## config.mk

```make
export PLATFORM = sky130hd
export DESIGN_NAME = main_fsm
export DESIGN_NICKNAME = d
export VERILOG_FILES = /design/src/rtl/main_fsm_pkg.sv /design/src/rtl/main_fsm.sv
export SDC_FILE = /design/constraint.sdc
export NUM_CORES = 1
export LEC_CHECK = 0
export BUFFER_PORTS_ARGS = -buffer_cell sky130_fd_sc_hd__buf_2
export CORE_UTILIZATION = 25
export DETAILED_ROUTE_END_ITERATION = 10
export PLACE_DENSITY_LB_ADDON = 0.12
export SYNTH_ARGS = -nofsm -noshare
export SYNTH_HDL_FRONTEND = slang
export SYNTH_SLANG_ARGS = --single-unit
export TNS_END_PERCENT = 100
```

## constraint.sdc

```tcl
create_clock -name clk -period 2.65 [get_ports clk]
set_input_delay 0.1325 -clock clk [delete_from_list [all_inputs] [get_ports clk]]
set_output_delay 0.1325 -clock clk [all_outputs]
set_load 0.02 [all_outputs]
```

## src/rtl/main_fsm_pkg.sv

```systemverilog
`default_nettype none
// ============================================================================
// main_fsm_pkg : shared state, mux-select and opcode encodings for the core
// Rev 1.0
// ============================================================================
package main_fsm_pkg;

   localparam logic [3:0] ST_FETCH    = 4'd0;
   localparam logic [3:0] ST_DECODE   = 4'd1;
   localparam logic [3:0] ST_MEMADR   = 4'd2;
   localparam logic [3:0] ST_MEMRD    = 4'd3;
   localparam logic [3:0] ST_MEMWB    = 4'd4;
   localparam logic [3:0] ST_MEMWR    = 4'd5;
   localparam logic [3:0] ST_EXECUTER = 4'd6;
   localparam logic [3:0] ST_EXECUTEI = 4'd7;
   localparam logic [3:0] ST_ALUWB    = 4'd8;
   localparam logic [3:0] ST_BRANCH   = 4'd9;
   localparam logic [3:0] ST_UNKNOWN  = 4'd10;

   typedef enum logic [3:0] {
      S_FETCH    = ST_FETCH,
      S_DECODE   = ST_DECODE,
      S_MEMADR   = ST_MEMADR,
      S_MEMRD    = ST_MEMRD,
      S_MEMWB    = ST_MEMWB,
      S_MEMWR    = ST_MEMWR,
      S_EXECUTER = ST_EXECUTER,
      S_EXECUTEI = ST_EXECUTEI,
      S_ALUWB    = ST_ALUWB,
      S_BRANCH   = ST_BRANCH,
      S_UNKNOWN  = ST_UNKNOWN
   } state_t;

   localparam logic [1:0] SRCB_REG   = 2'b00;
   localparam logic [1:0] SRCB_IMM   = 2'b01;
   localparam logic [1:0] SRCB_4     = 2'b10;

   localparam logic [1:0] RES_ALUOUT = 2'b00;
   localparam logic [1:0] RES_DATA   = 2'b01;
   localparam logic [1:0] RES_ALU    = 2'b10;

   localparam logic [1:0] OP_DP      = 2'b00;
   localparam logic [1:0] OP_MEM     = 2'b01;
   localparam logic [1:0] OP_BR      = 2'b10;

endpackage : main_fsm_pkg
`default_nettype wire

```

## src/rtl/main_fsm.sv

```systemverilog
`default_nettype none
// ============================================================================
// main_fsm : Moore sequencer stepping each instruction through its cycles
// Rev 1.0
// ============================================================================
module main_fsm
   import main_fsm_pkg::*;
#(
   parameter int STATE_W = 4
) (
   input  logic               clk,
   input  logic               reset,
   input  logic [1:0]         Op,
   input  logic [5:0]         Funct,
   output logic               IRWrite,
   output logic               AdrSrc,
   output logic               ALUSrcA,
   output logic [1:0]         ALUSrcB,
   output logic [1:0]         ResultSrc,
   output logic               NextPC,
   output logic               RegW,
   output logic               MemW,
   output logic               Branch,
   output logic               ALUOp,
   output logic [STATE_W-1:0] state
);

   state_t r_state;
   state_t w_next;

   // Only the immediate and load flags steer the sequence.
   logic w_unused_funct;
   assign w_unused_funct = &{1'b0, Funct[4:1]};

   always_ff @(posedge clk or posedge reset) begin
      if (reset) r_state <= S_FETCH;
      else       r_state <= w_next;
   end

   always_comb begin
      w_next = S_FETCH;
      case (r_state)
         S_FETCH:    w_next = S_DECODE;
         S_DECODE: begin
            case (Op)
               OP_DP:   w_next = Funct[5] ? S_EXECUTEI : S_EXECUTER;
               OP_MEM:  w_next = S_MEMADR;
               OP_BR:   w_next = S_BRANCH;
               default: w_next = S_UNKNOWN;
            endcase
         end
         S_MEMADR:   w_next = Funct[0] ? S_MEMRD : S_MEMWR;
         S_MEMRD:    w_next = S_MEMWB;
         S_EXECUTER: w_next = S_ALUWB;
         S_EXECUTEI: w_next = S_ALUWB;
         default:    w_next = S_FETCH;
      endcase
   end

   always_comb begin
      IRWrite   = 1'b0;
      AdrSrc    = 1'b0;
      ALUSrcA   = 1'b0;
      ALUSrcB   = SRCB_REG;
      ResultSrc = RES_ALUOUT;
      NextPC    = 1'b0;
      RegW      = 1'b0;
      MemW      = 1'b0;
      Branch    = 1'b0;
      ALUOp     = 1'b0;
      case (r_state)
         S_FETCH: begin
            NextPC    = 1'b1;
            IRWrite   = 1'b1;
            ALUSrcA   = 1'b1;
            ALUSrcB   = SRCB_4;
            ResultSrc = RES_ALU;
         end
         S_DECODE: begin
            ALUSrcA   = 1'b1;
            ALUSrcB   = SRCB_4;
            ResultSrc = RES_ALU;
         end
         S_MEMADR:   ALUSrcB = SRCB_IMM;
         S_MEMRD:    AdrSrc  = 1'b1;
         S_MEMWB: begin
            ResultSrc = RES_DATA;
            RegW      = 1'b1;
         end
         S_MEMWR: begin
            AdrSrc = 1'b1;
            MemW   = 1'b1;
         end
         S_EXECUTER: ALUOp = 1'b1;
         S_EXECUTEI: begin
            ALUSrcB = SRCB_IMM;
            ALUOp   = 1'b1;
         end
         S_ALUWB:    RegW = 1'b1;
         S_BRANCH: begin
            ALUSrcB   = SRCB_IMM;
            ResultSrc = RES_ALU;
            Branch    = 1'b1;
         end
         default: ;
      endcase
   end

   assign state = STATE_W'(r_state);

endmodule : main_fsm
`default_nettype wire

```

; Yosys cells after proc, flatten, opt, wreduce, memory -nomap -nowiden
; Index checks and enable logic that the tools add are counted.
[totals]
regBits = 4
output_inout_bits = 16
elab_cells = 33
in_bits = 10
[classes]
n_reduce_logical = 8
n_eq_ne = 11
muxes = 13
[ops]
columns = operator, n
row1 = $pmux 4 s5, 1
row2 = $eq 4x3->1 const B, 4
row3 = $pmux 4 s3, 1
row4 = $eq 4x2->1 const B, 2
row5 = $eq 4x4->1 const B, 2
row6 = $mux 1, 8
row7 = $pmux 2 s2, 2
row8 = $reduce_or 2->1, 4
row9 = $reduce_or 3->1, 2
row10 = $eq 4x1->1 const B, 1
row11 = $logic_not 4->1, 1
row12 = $mux 3, 1
row13 = $eq 2x1->1 const B, 1
row14 = $eq 2x2->1 const B, 1
row15 = $logic_not 2->1, 1

; Longest topological paths before layout
; Gate-level depths: netlist of run 1.
[logic_depth]
depth_word = 3
depth_mapped = 4
mapped_depth_nobuf = 3

; Least setup slack after synthesis of run 1
; Ideal clock, no wire load.
[synth_path]
path_kind = register -> output
startpoint = register r_state[1], in the netlist state[1]
endpoint = output port NextPC
t_required_ns = 2.518
path_slack_ns = 0.786
path_stages_with_launch = 4
arrival_ns = 1.732
n_path_buf = 2
path_cell_list = dfrtp_1 -> buf_6 -> nor4_1 -> buf_4
[synth_between]
elab_chain_cells = 2
[synth_lines]
columns = element, line
row1 = "start, declared", main_fsm.sv:28  ; state_t r_state;
row2 = "start signal, assigned", main_fsm.sv:37  ; else r_state <= w_next;
row3 = $logic_not 4->1, -
row4 = $mux 1, -
row5 = "end, declared", main_fsm.sv:20  ; output logic NextPC,
; No other way between the ends.

; Final worst setup path of run 1
[layout_path]
startpoint = register r_state[2], in the netlist state[2]
endpoint = output port ALUSrcB[0]
[layout_between]
elab_chain_cells = 3
elab_cells_between_ends = 8
cone_classes = 4 x eq/ne / 1 x mux / 3 x reduce/logical
[layout_lines]
columns = element, line
row1 = $eq 4x3->1 (tied with other cells), main_fsm.sv:71  ; case (r_state)
row2 = $reduce_or 3->1 (no line) or $reduce_or 2->1 (tied branches), -
row3 = $pmux 2 s2 *, main_fsm.sv:71
row4 = "end, declared", main_fsm.sv:18  ; output logic [1:0] ALUSrcB,
; Mark *: on every way between the ends. The rest lies on a longest branch, timed or not.

==> run metrics, run 1 <==
antenna violations before repair 0; grt ovf 0; PostCTS Resize Cnt 0; Starting Density 26.8%; DRT iter0 DRCs 0; CTS tree yes; Arr. time, crit path 1470 ps; Final Slew Violations 0; dpl hpwl 555 microns; Final period util 60.5%; start point of the critical path state[2]$_DFF_PP0_; Synth Register Bits 4; Place WS 1270 ps; peak supply drop 0.439 mV; fill count 141; min Tclk post-route 1600 ps; delay-heaviest family, CP flip-flops; worst path cell trace nor3b_2 > nand2_1 > o31ai_1 > buf_2; Worst setup SP type flop; placed insts 72; DRT antenna net count 0; Buf/Inv on CP 1; Max FO, Critical Path 13; slowest CP cell dfrtp_1; Max-Slew Margin vs Limit 66.4%; pwr/cell area 1630 mW/mm^2; final worst slack 1050 ps; main flop type after synthesis dfrtp_1; worst-margin pin slew 504 ps; DR pass1 iterations 1; mapped cell area 349 sq um; Max Freq 623 MHz; Port Buf Inserts 21; Netlist cell types 24; post-route insts no fill 76; Static Leak 0.245 nW; Critical Path Sink Type output pin; largest net degree at the start of global routing 15; Post-synth ARST share 100%; routability cong. 0.684; first-pass GRT wire length 1080 microns; setup TNS 0 ps; vias per std cell 4.55; worst hold path type input pin to flop; Required @ worst endpoint 2520 ps; clk slew on worst S/H paths 40 ps; Total Routing Usage GR 10.1%; yosys warns 0; Die Y 39.4 microns; final setup vio count 0; Post-Route WL 775 microns; Worst R2R Path Depth 3; RSZ-0062 raised after global routing no; vias 346; vias in the first global route 257; status finished, final reports clean; CTS Buffer Depth 2; Rows 13; clock sinks 4; CTS Buf Count 3; max cap viols 0; Ant. Diodes 0; I/O Pins 26; Worst path depth 4; Post-Syn Instances 41; WL/cell 10.2 microns; Reg-to-Reg End state[1]$_DFF_PP0_; CTS root buffer clkbuf_4; Hold Vio Cnt, Final 0; Slowest Stage Delay on Critical Path 550 ps; Area Overhead vs Synth 33.7%; critical path class flop to output pin; Residual DRC 0; Worst Setup EP ALUSrcB[0]; R2R setup slack 1350 ps; Horiz. Die Dim 39.4 microns; Core Area 0.00130 sq mm; Post-synth EDFFs 0; H-tree levels 1; Nets 73; syn nets 51; share of layout cells above drive strength 1 47.5%; max FFs per register 4; latest clock arrival within the worst-skew pair 230 ps; Mean Syn Cell Area 8.51 sq um; die area 0.00155 sq mm; skew final 1.77 ps; register area share after synthesis 28.7%; worst reg2reg path startpoint state[1]$_DFF_PP0_
==> layer usage <==
| layer | track usage [%] | vias to the layer above | share of wire, % |
|---|---|---|---|
| met5 | 0 | - | 0 |
| met4 | 5.17 | 0 | 0 |
| met3 | 0 | 0 | 5.4 |
| met2 | 16.3 | 13 | 46 |
| met1 | 13.7 | 152 | 49 |
| li1 | - | 181 | - |
==> placed cells by master, fill, tap and decap left out, drive strengths merged <==
| master | Yosys | final |
|---|---|---|
| xor2 | 1 | 1 |
| dfrtp | 4 | 4 |
| nand3 | 1 | 1 |
| clkbuf | 0 | 3 |
| xnor2 | 2 | 2 |
| a211oi | 2 | 2 |
| nand2 | 1 | 1 |
| buf | 5 | 21 |
| nor2 | 4 | 4 |
| nor3 | 5 | 5 |
| nor3b | 3 | 3 |
| or2 | 1 | 1 |
| o21ai | 1 | 1 |
| o31ai | 1 | 1 |
| nand2b | 3 | 3 |
| nor4 | 1 | 1 |
| inv | 3 | 3 |
| a21o | 1 | 1 |
| dlygate4sd3 | 0 | 1 |
| a22oi | 2 | 2 |
==> through the flow <==
step	area [sq um]	hold WS [ps]	util [%]	power, W
after floorplan	349	-101	-	0.000585
after global placement	434	13.8	33.4	0.000699
after detailed placement	434	14.4	33.4	0.000695
after CTS	467	220	35.9	0.000771
after global routing	467	233	35.9	0.000821
final	467	224	35.9	0.000760
==> synth_stat cells, drive strengths merged, types with 2 or more instances <==
cell    n  area share, %
nor3b   3            9.3
nand2b  3            5.4
dfrtp   4             29
nor3    5            8.6
xnor2   2            5.0
nor2    4            4.3
a22oi   2            4.3
inv     3            3.2
a211oi  2            5.7
buf     5             11
==> worst min-delay path by stage <==
stage / startpoint / endpoint / depth (start not counted)
global placement: reset / state[1]$_DFF_PP0_ / 2
detailed placement: reset / state[1]$_DFF_PP0_ / 2
floorplan: reset / state[0]$_DFF_PP0_ / 1
global route: Op[1] / state[3]$_DFF_PP0_ / 3
CTS: Op[0] / state[0]$_DFF_PP0_ / 4
finish: Op[0] / state[0]$_DFF_PP0_ / 4
==> power breakdown <==
group	total (W)	switching, W	internal [W]
Clock	0.0000717	0.0000213	0.0000504
Sequential	0.000199	0.000111	0.0000888
Combinational	0.000489	0.000291	0.000198
==> repair_timing <==
action | in CTS | in global routing
buffers inserted | 0 | 0
hold endpoints to repair | 4 | 0
hold buffers | 1 | 0
==> worst reg2reg max path: stages, from the launching register on <==
cell and delay [ps]:
dfrtp_1 620, inv_2 110, or2_0 250, a211oi_2 230
==> layout make-up <==
cell class	instances	area [sq um]	share of cell area, %
Tap cell	15	18.8	4.02
Sequential cell	4	100	21.4
Clock buffer	3	22.5	4.83
Timing Repair Buffer	22	115	24.7
Inverter	3	11.3	2.41
Multi-Input combinational cell	29	199	42.6
==> kinds of logic after synthesis <==
| group | Yosys count | synth area share (%) |
|---|---|---|
| AOI/OAI and AO/OA | 7 | 15.8 |
| xor gates and xnor gates | 3 | 7.53 |
| and+or+nand+nor | 19 | 33.7 |
| DFF | 4 | 28.7 |
| buffers and inverters | 8 | 14.3 |
Power figures use the tool's default switching activity.
==> inputs of run 2 (changes only) <==
==> constraint.sdc (replaced) <==
create_clock -name clk -period 1.6 [get_ports clk]
set_input_delay 0.08 -clock clk [delete_from_list [all_inputs] [get_ports clk]]
set_output_delay 0.08 -clock clk [all_outputs]
set_load 0.02 [all_outputs]
==> run 2 against run 1 <==
Net effect:
- combinational power up 100%
- critical path depth unchanged
- die area unchanged
- first-iteration DRC count up 4
- clock power up 69%
- register-to-register slack worse by 1000 ps
- critical path type unchanged
- largest power group unchanged
==> run metrics, run 2 (synthesized netlist as in run 1, its figures left out) <==
Hold Vio Cnt, Final 0 (unchanged); largest net degree at the start of global routing 12 (-3); Total Routing Usage GR 14.0% (+4.0 points); setup TNS 0 ps (unchanged); antenna violations before repair 0 (unchanged); worst hold path type input pin to flop; clk slew on worst S/H paths 40 ps (about the same); Required @ worst endpoint 1520 ps (-1000 ps); pwr/cell area 2700 mW/mm^2 (+66%); Max FO, Critical Path 9 (-4); Critical Path Sink Type output pin; vias per std cell 4.51 (-0.89%); max cap viols 0 (unchanged); Port Buf Inserts 21 (unchanged); I/O Pins 26 (unchanged); grt ovf 0 (unchanged); vias 370 (+6.9%); DRT iter0 DRCs 4 (+4); clock sinks 4 (unchanged); CTS Buffer Depth 2 (unchanged); Post-Route WL 852 microns (+9.9%); worst-margin pin slew 386 ps (-118 ps); PostCTS Resize Cnt 0 (unchanged); first-pass GRT wire length 1380 microns (+27%); max FFs per register 4 (unchanged); DR pass1 iterations 2 (+1); Arr. time, crit path 1410 ps (-60 ps); peak supply drop 0.943 mV (+110%); WL/cell 10.4 microns (+1.9%); Horiz. Die Dim 39.4 microns (unchanged); Final period util 93.3%; CTS Buf Count 3 (unchanged); CTS tree yes; final setup vio count 0 (unchanged); share of layout cells above drive strength 1 53.7% (+6.2 points); final worst slack 108 ps (-938 ps); Rows 13 (unchanged); die area 0.00155 sq mm (unchanged); H-tree levels 1 (unchanged); DRT antenna net count 0 (unchanged); Max-Slew Margin vs Limit 74.2% (+7.8 points); commonest non-fill, non-tap cell in the layout buf_2; Nets 79 (+8.2%); routability cong. 0.655 (-4.3%); vias in the first global route 294 (+14%); critical path class flop to output pin; Starting Density 26.8% (unchanged); Total Power 0.00140 W (+84%); Static Leak 0.277 nW (+13%); fin util 39.8% (+3.9 points); Max Freq 670 MHz; Ant. Diodes 0 (unchanged); Die Y 39.4 microns (unchanged); CTS root buffer clkbuf_4; dpl hpwl 643 microns (+16%); Area Overhead vs Synth 48.4%; Final Slew Violations 0 (unchanged); Worst R2R Path Depth 5 (+2); RSZ-0062 raised after global routing no; Worst setup SP type flop; Place WS 348 ps (-920 ps); skew final 3.66 ps (+1.89 ps); Residual DRC 0 (unchanged); most frequent cells in the layout buf_2 (21), buf_4 (6), nor3_1 (4), nor2_1 (4), dfrtp_1 (4); min Tclk post-route 1490 ps; hold depth 3 (-1); Core Area 0.00130 sq mm (unchanged); latest clock arrival within the worst-skew pair 230 ps (about the same); status finished, final reports clean
[run 2: changes by cell type in the layout (fill, tap and decap cells not counted)]
cell,previous run,this run
buf_4,0,6
nor4_1,1,0
nor4_2,0,1
[run 2: layout make-up]
cell class	count	area, sq um
clock buffers	3	22.5
fillers	146	783
inverters	3	11.3
multi-input cells	29	205
flip-flops and latches	4	100
well taps	15	18.8
repair buffers	28	160
[run 2: worst paths after layout]
path	from	end	slack, ps
max	state[0]$_DFF_PP0_	ALUSrcB[0]	110
min	Op[1]	state[3]$_DFF_PP0_	150
max reg2reg	state[2]$_DFF_PP0_	state[3]$_DFF_PP0_	340
min reg2reg	state[0]$_DFF_PP0_	state[0]$_DFF_PP0_	620
max in group asynchronous	reset	state[0]$_DFF_PP0_	1180
min in group asynchronous	reset	state[3]$_DFF_PP0_	270
[run 2: repair_timing]
item	4_1_cts	5_1_grt
buffers inserted	0	2
setup endpoints to repair	0	1
endpoints found under the hold margin	4	0
hold buffers	1	0
[run 2: through the flow]
step	hold slack, ps	cells	area, sq um
3_3_place_gp	-33.8	76	470
3_5_place_dp	-31.9	76	470
6_report	151	82	518
2_1_floorplan	-154	41	355
5_1_grt	208	82	518
4_1_cts	152	80	503
[run 2: routing by layer]
metal  part of all wire, %  routed length [microns]  vias to the layer above  track usage (%)
met2                    42                      357                       16             17.9
met1                    50                      429                      161             19.7
li1                      -                        -                      193                -
met4                     0                        0                        0             5.17
met3                   7.5                       64                        0             6.82
met5                     0                        0                        -                0
[run 2: power by group]
| group | total (W) | leakage (nW) | switching, W | internal (W) |
|---|---|---|---|---|
| sequential | 0.000285 | 0.0514 | 0.000137 | 0.000148 |
| clock | 0.000121 | 0.0138 | 0.0000377 | 0.0000837 |
| combinational | 0.000995 | 0.211 | 0.000565 | 0.000429 |
| total | 0.00140 | 0.277 | 0.000740 | 0.000661 |
[run 2: worst max-delay path: stages (launching register included)]
cell and delay [ps]:
dfrtp_1 450, buf_4 190, xor2_1 150, o31ai_1 190
buf_2 200
==> inputs of run 3 (changes only) <==
--- a/config.mk
+++ b/config.mk
@@ -5,6 +5,7 @@
 export SDC_FILE = /design/constraint.sdc
 export NUM_CORES = 1
 export LEC_CHECK = 0
+export ABC_AREA = 1
 export BUFFER_PORTS_ARGS = -buffer_cell sky130_fd_sc_hd__buf_2
 export CORE_UTILIZATION = 25
 export DETAILED_ROUTE_END_ITERATION = 10
==> run 3 against run 2 <==
Net effect:
- utilization rose by 1.1 points
- design area down 7.5%
- wire length shrank 13%
- first-iteration DRC count grew 75%
- synthesized cell count increased by 17%
- clock power barely moved
- final cell count increased by 4.9%
- power shrank 19%
- highest routed layer unchanged
==> run metrics, run 3 <==
area leader, netlist dfrtp_1; status finished, final reports clean; I/O Pins 26 (unchanged); Rows 12 (-1); Max-Slew Margin vs Limit 82.1% (+7.9 points); first-pass GRT wire length 1230 microns (-11%); Flop pwr share 19.5% (-0.8 points); final setup vio count 0 (unchanged); most frequent cells after synthesis inv_1 (7), nand3_1 (7), nand2_1 (6); mapped cell area 332 sq um (-5.0%); min Tclk post-route 1390 ps (-101 ps); Final Slew Violations 0 (unchanged); R2R setup slack 570 ps (+230 ps); critical path class flop to output pin; DRT antenna net count 0 (unchanged); Netlist cell types 16 (-33%); clk slew on worst S/H paths 40 ps (about the same); share of layout cells above drive strength 1 54.2% (+0.44 points); RSZ-0062 raised after global routing no; Worst path depth 4 (unchanged); slowest CP cell dfrtp_1; Worst setup SP type flop; Horiz. Die Dim 38.4 microns (-2.4%); Slowest Stage Delay on Critical Path 460 ps (about the same); CTS tree yes; routability cong. 0.693 (+5.8%); worst-margin pin slew 268 ps (-118 ps); worst path cell trace nor2_4 > nand3_1 > o21ai_2 > buf_2; vias in the first global route 303 (+3.1%); Post-synth ARST share 100% (unchanged); hold path start Funct[0]; Static Leak 0.295 nW (+6.8%); yosys warns 0 (unchanged); Ant. Diodes 0 (unchanged); Synth Register Bits 4 (unchanged); Reg-to-Reg End state[2]$_DFF_PP0_; Post-Syn Instances 48 (+17%); Place WS 452 ps (+104 ps); WL/cell 8.62 microns (-17%); Port Buf Inserts 21 (unchanged); Nets 84 (+6.3%); Residual DRC 0 (unchanged); Post-synth EDFFs 0 (unchanged); fill count 144 (-1.4%); Starting Density 28.3% (+1.5 points); CTS root buffer clkbuf_4; skew final 2.32 ps (-1.34 ps); die area 0.00148 sq mm (-4.7%); DRT iter0 DRCs 7 (+3); Post-Route WL 741 microns (-13%); Synth top area share 30.2% (+1.5 points); latest clock arrival within the worst-skew pair 230 ps (about the same); setup TNS 0 ps (unchanged); Arr. time, crit path 1310 ps (-100 ps); Max Freq 719 MHz (+7.2%); commonest non-fill, non-tap cell in the layout buf_2; clock sinks 4 (unchanged); Worst R2R Path Depth 3 (-2); switch share 57.7% (+4.9 points); register area share after synthesis 30.2% (+1.5 points); DR pass1 iterations 3 (+1); pwr/cell area 2350 mW/mm^2 (-13%); worst hold path type input pin to flop; hold depth 3 (unchanged); most frequent cells in the layout buf_2 (21), inv_1 (7), nand3_1 (7); Critical Path Sink Type output pin; vias per std cell 4.20 (-7.0%); main flop type after synthesis dfrtp_1; Mean Syn Cell Area 6.91 sq um (-19%); CTS Buffer Depth 2 (unchanged); Post-CTS Setup Inserts 0 (unchanged); Buf/Inv on CP 1 (-1); fin util 40.9% (+1.1 points); Area Overhead vs Synth 44.5%; Pint 0.000477 W (-28%); largest net degree at the start of global routing 9 (-3); Max FO, Critical Path 8 (-1); max FFs per register 4 (unchanged); delay-heaviest family, CP flip-flops; max cap viols 0 (unchanged); H-tree levels 1 (unchanged); clock power share 10.9% (+2.2 points); top post-synthesis cells by area dfrtp_1 (30%), nand3_1 (11%), inv_1 (7.9%), nand2_1 (6.8%), nor2_4 (6.8%); Switch Pwr 0.000651 W (-12%); Die Y 38.4 microns (-2.4%); worst reg2reg path startpoint state[3]$_DFF_PP0_; peak supply drop 0.683 mV (-28%); Hold Vio Cnt, Final 0 (unchanged); syn nets 58 (+14%); CTS Buf Count 3 (unchanged); Total Routing Usage GR 12.4% (-1.6 points); Gate power share 69.6% (-1.4 points); final worst slack 209 ps (+101 ps); Core Area 0.00117 sq mm (-10%); dpl hpwl 608 microns (-5.5%); antenna violations before repair 0 (unchanged); Total Power 0.00113 W (-19%); Final period util 87.0% (-6.3 points); hold path endpoint state[1]$_DFF_PP0_; grt ovf 0 (unchanged); vias 361 (-2.4%); Required @ worst endpoint 1520 ps (about the same)
run 3: cells by family after synthesis:
| group | count (synthesis) | share of synthesized area (%) |
|---|---|---|
| compound gates | 6 | 13.2 |
| buf+inv | 13 | 15.9 |
| flops | 4 | 30.2 |
| simple gates | 25 | 40.7 |
run 3: area by class of cell:
cell class                      instances  area (sq um)  area share (%)
Multi-Input combinational cell         31           179            37.3
Inverter                               12          45.0            9.40
Clock buffer                            3          22.5            4.70
Timing Repair Buffer                   22           115            24.0
Sequential cell                         4           100            20.9
Tap cell                               14          17.5            3.66
run 3: timing repair:
item / CTS / global route
gates resized for setup: 0 / 0
hold endpoints to repair: 4 / 0
hold buffers: 1 / 0
run 3: power by group through the flow:
stage               logic [W]  registers, W  clock network (W)
global placement     0.000791      0.000223                  0
floorplan            0.000536      0.000265                  0
detailed placement   0.000790      0.000223                  0
CTS                  0.000796      0.000222           0.000131
finish               0.000785      0.000220           0.000123
global route         0.000856      0.000233           0.000136
run 3: how the worst max path moves through the flow:
stage	startpoint	endpoint
floorplan	state[1]$_DFF_PP0_	NextPC
global placement	state[3]$_DFF_PP0_	AdrSrc
detailed placement	state[3]$_DFF_PP0_	AdrSrc
CTS	state[3]$_DFF_PP0_	AdrSrc
global route	state[3]$_DFF_PP0_	AdrSrc
finish	state[3]$_DFF_PP0_	AdrSrc
run 3: worst min-delay path, stage by stage:
cell and delay (ps):
buf_2 90, nand3_1 80, o21ai_2 60
run 3: layer usage:
layer / wire length [microns] / GRT usage, %
met5: 0 / 0
met4: 0 / 7.76
met3: 49 / 1.74
met2: 348 / 18.6
met1: 343 / 16.5
run 3: per-stage QoR:
| stage | hold WS (ps) | cell area, sq um | std cells |
|---|---|---|---|
| final | 109 | 479 | 86 |
| after global placement | -35.6 | 447 | 82 |
| after global routing | 125 | 479 | 86 |
| after CTS | 108 | 479 | 86 |
| after floorplan | -154 | 332 | 48 |
| after detailed placement | -32.8 | 447 | 82 |
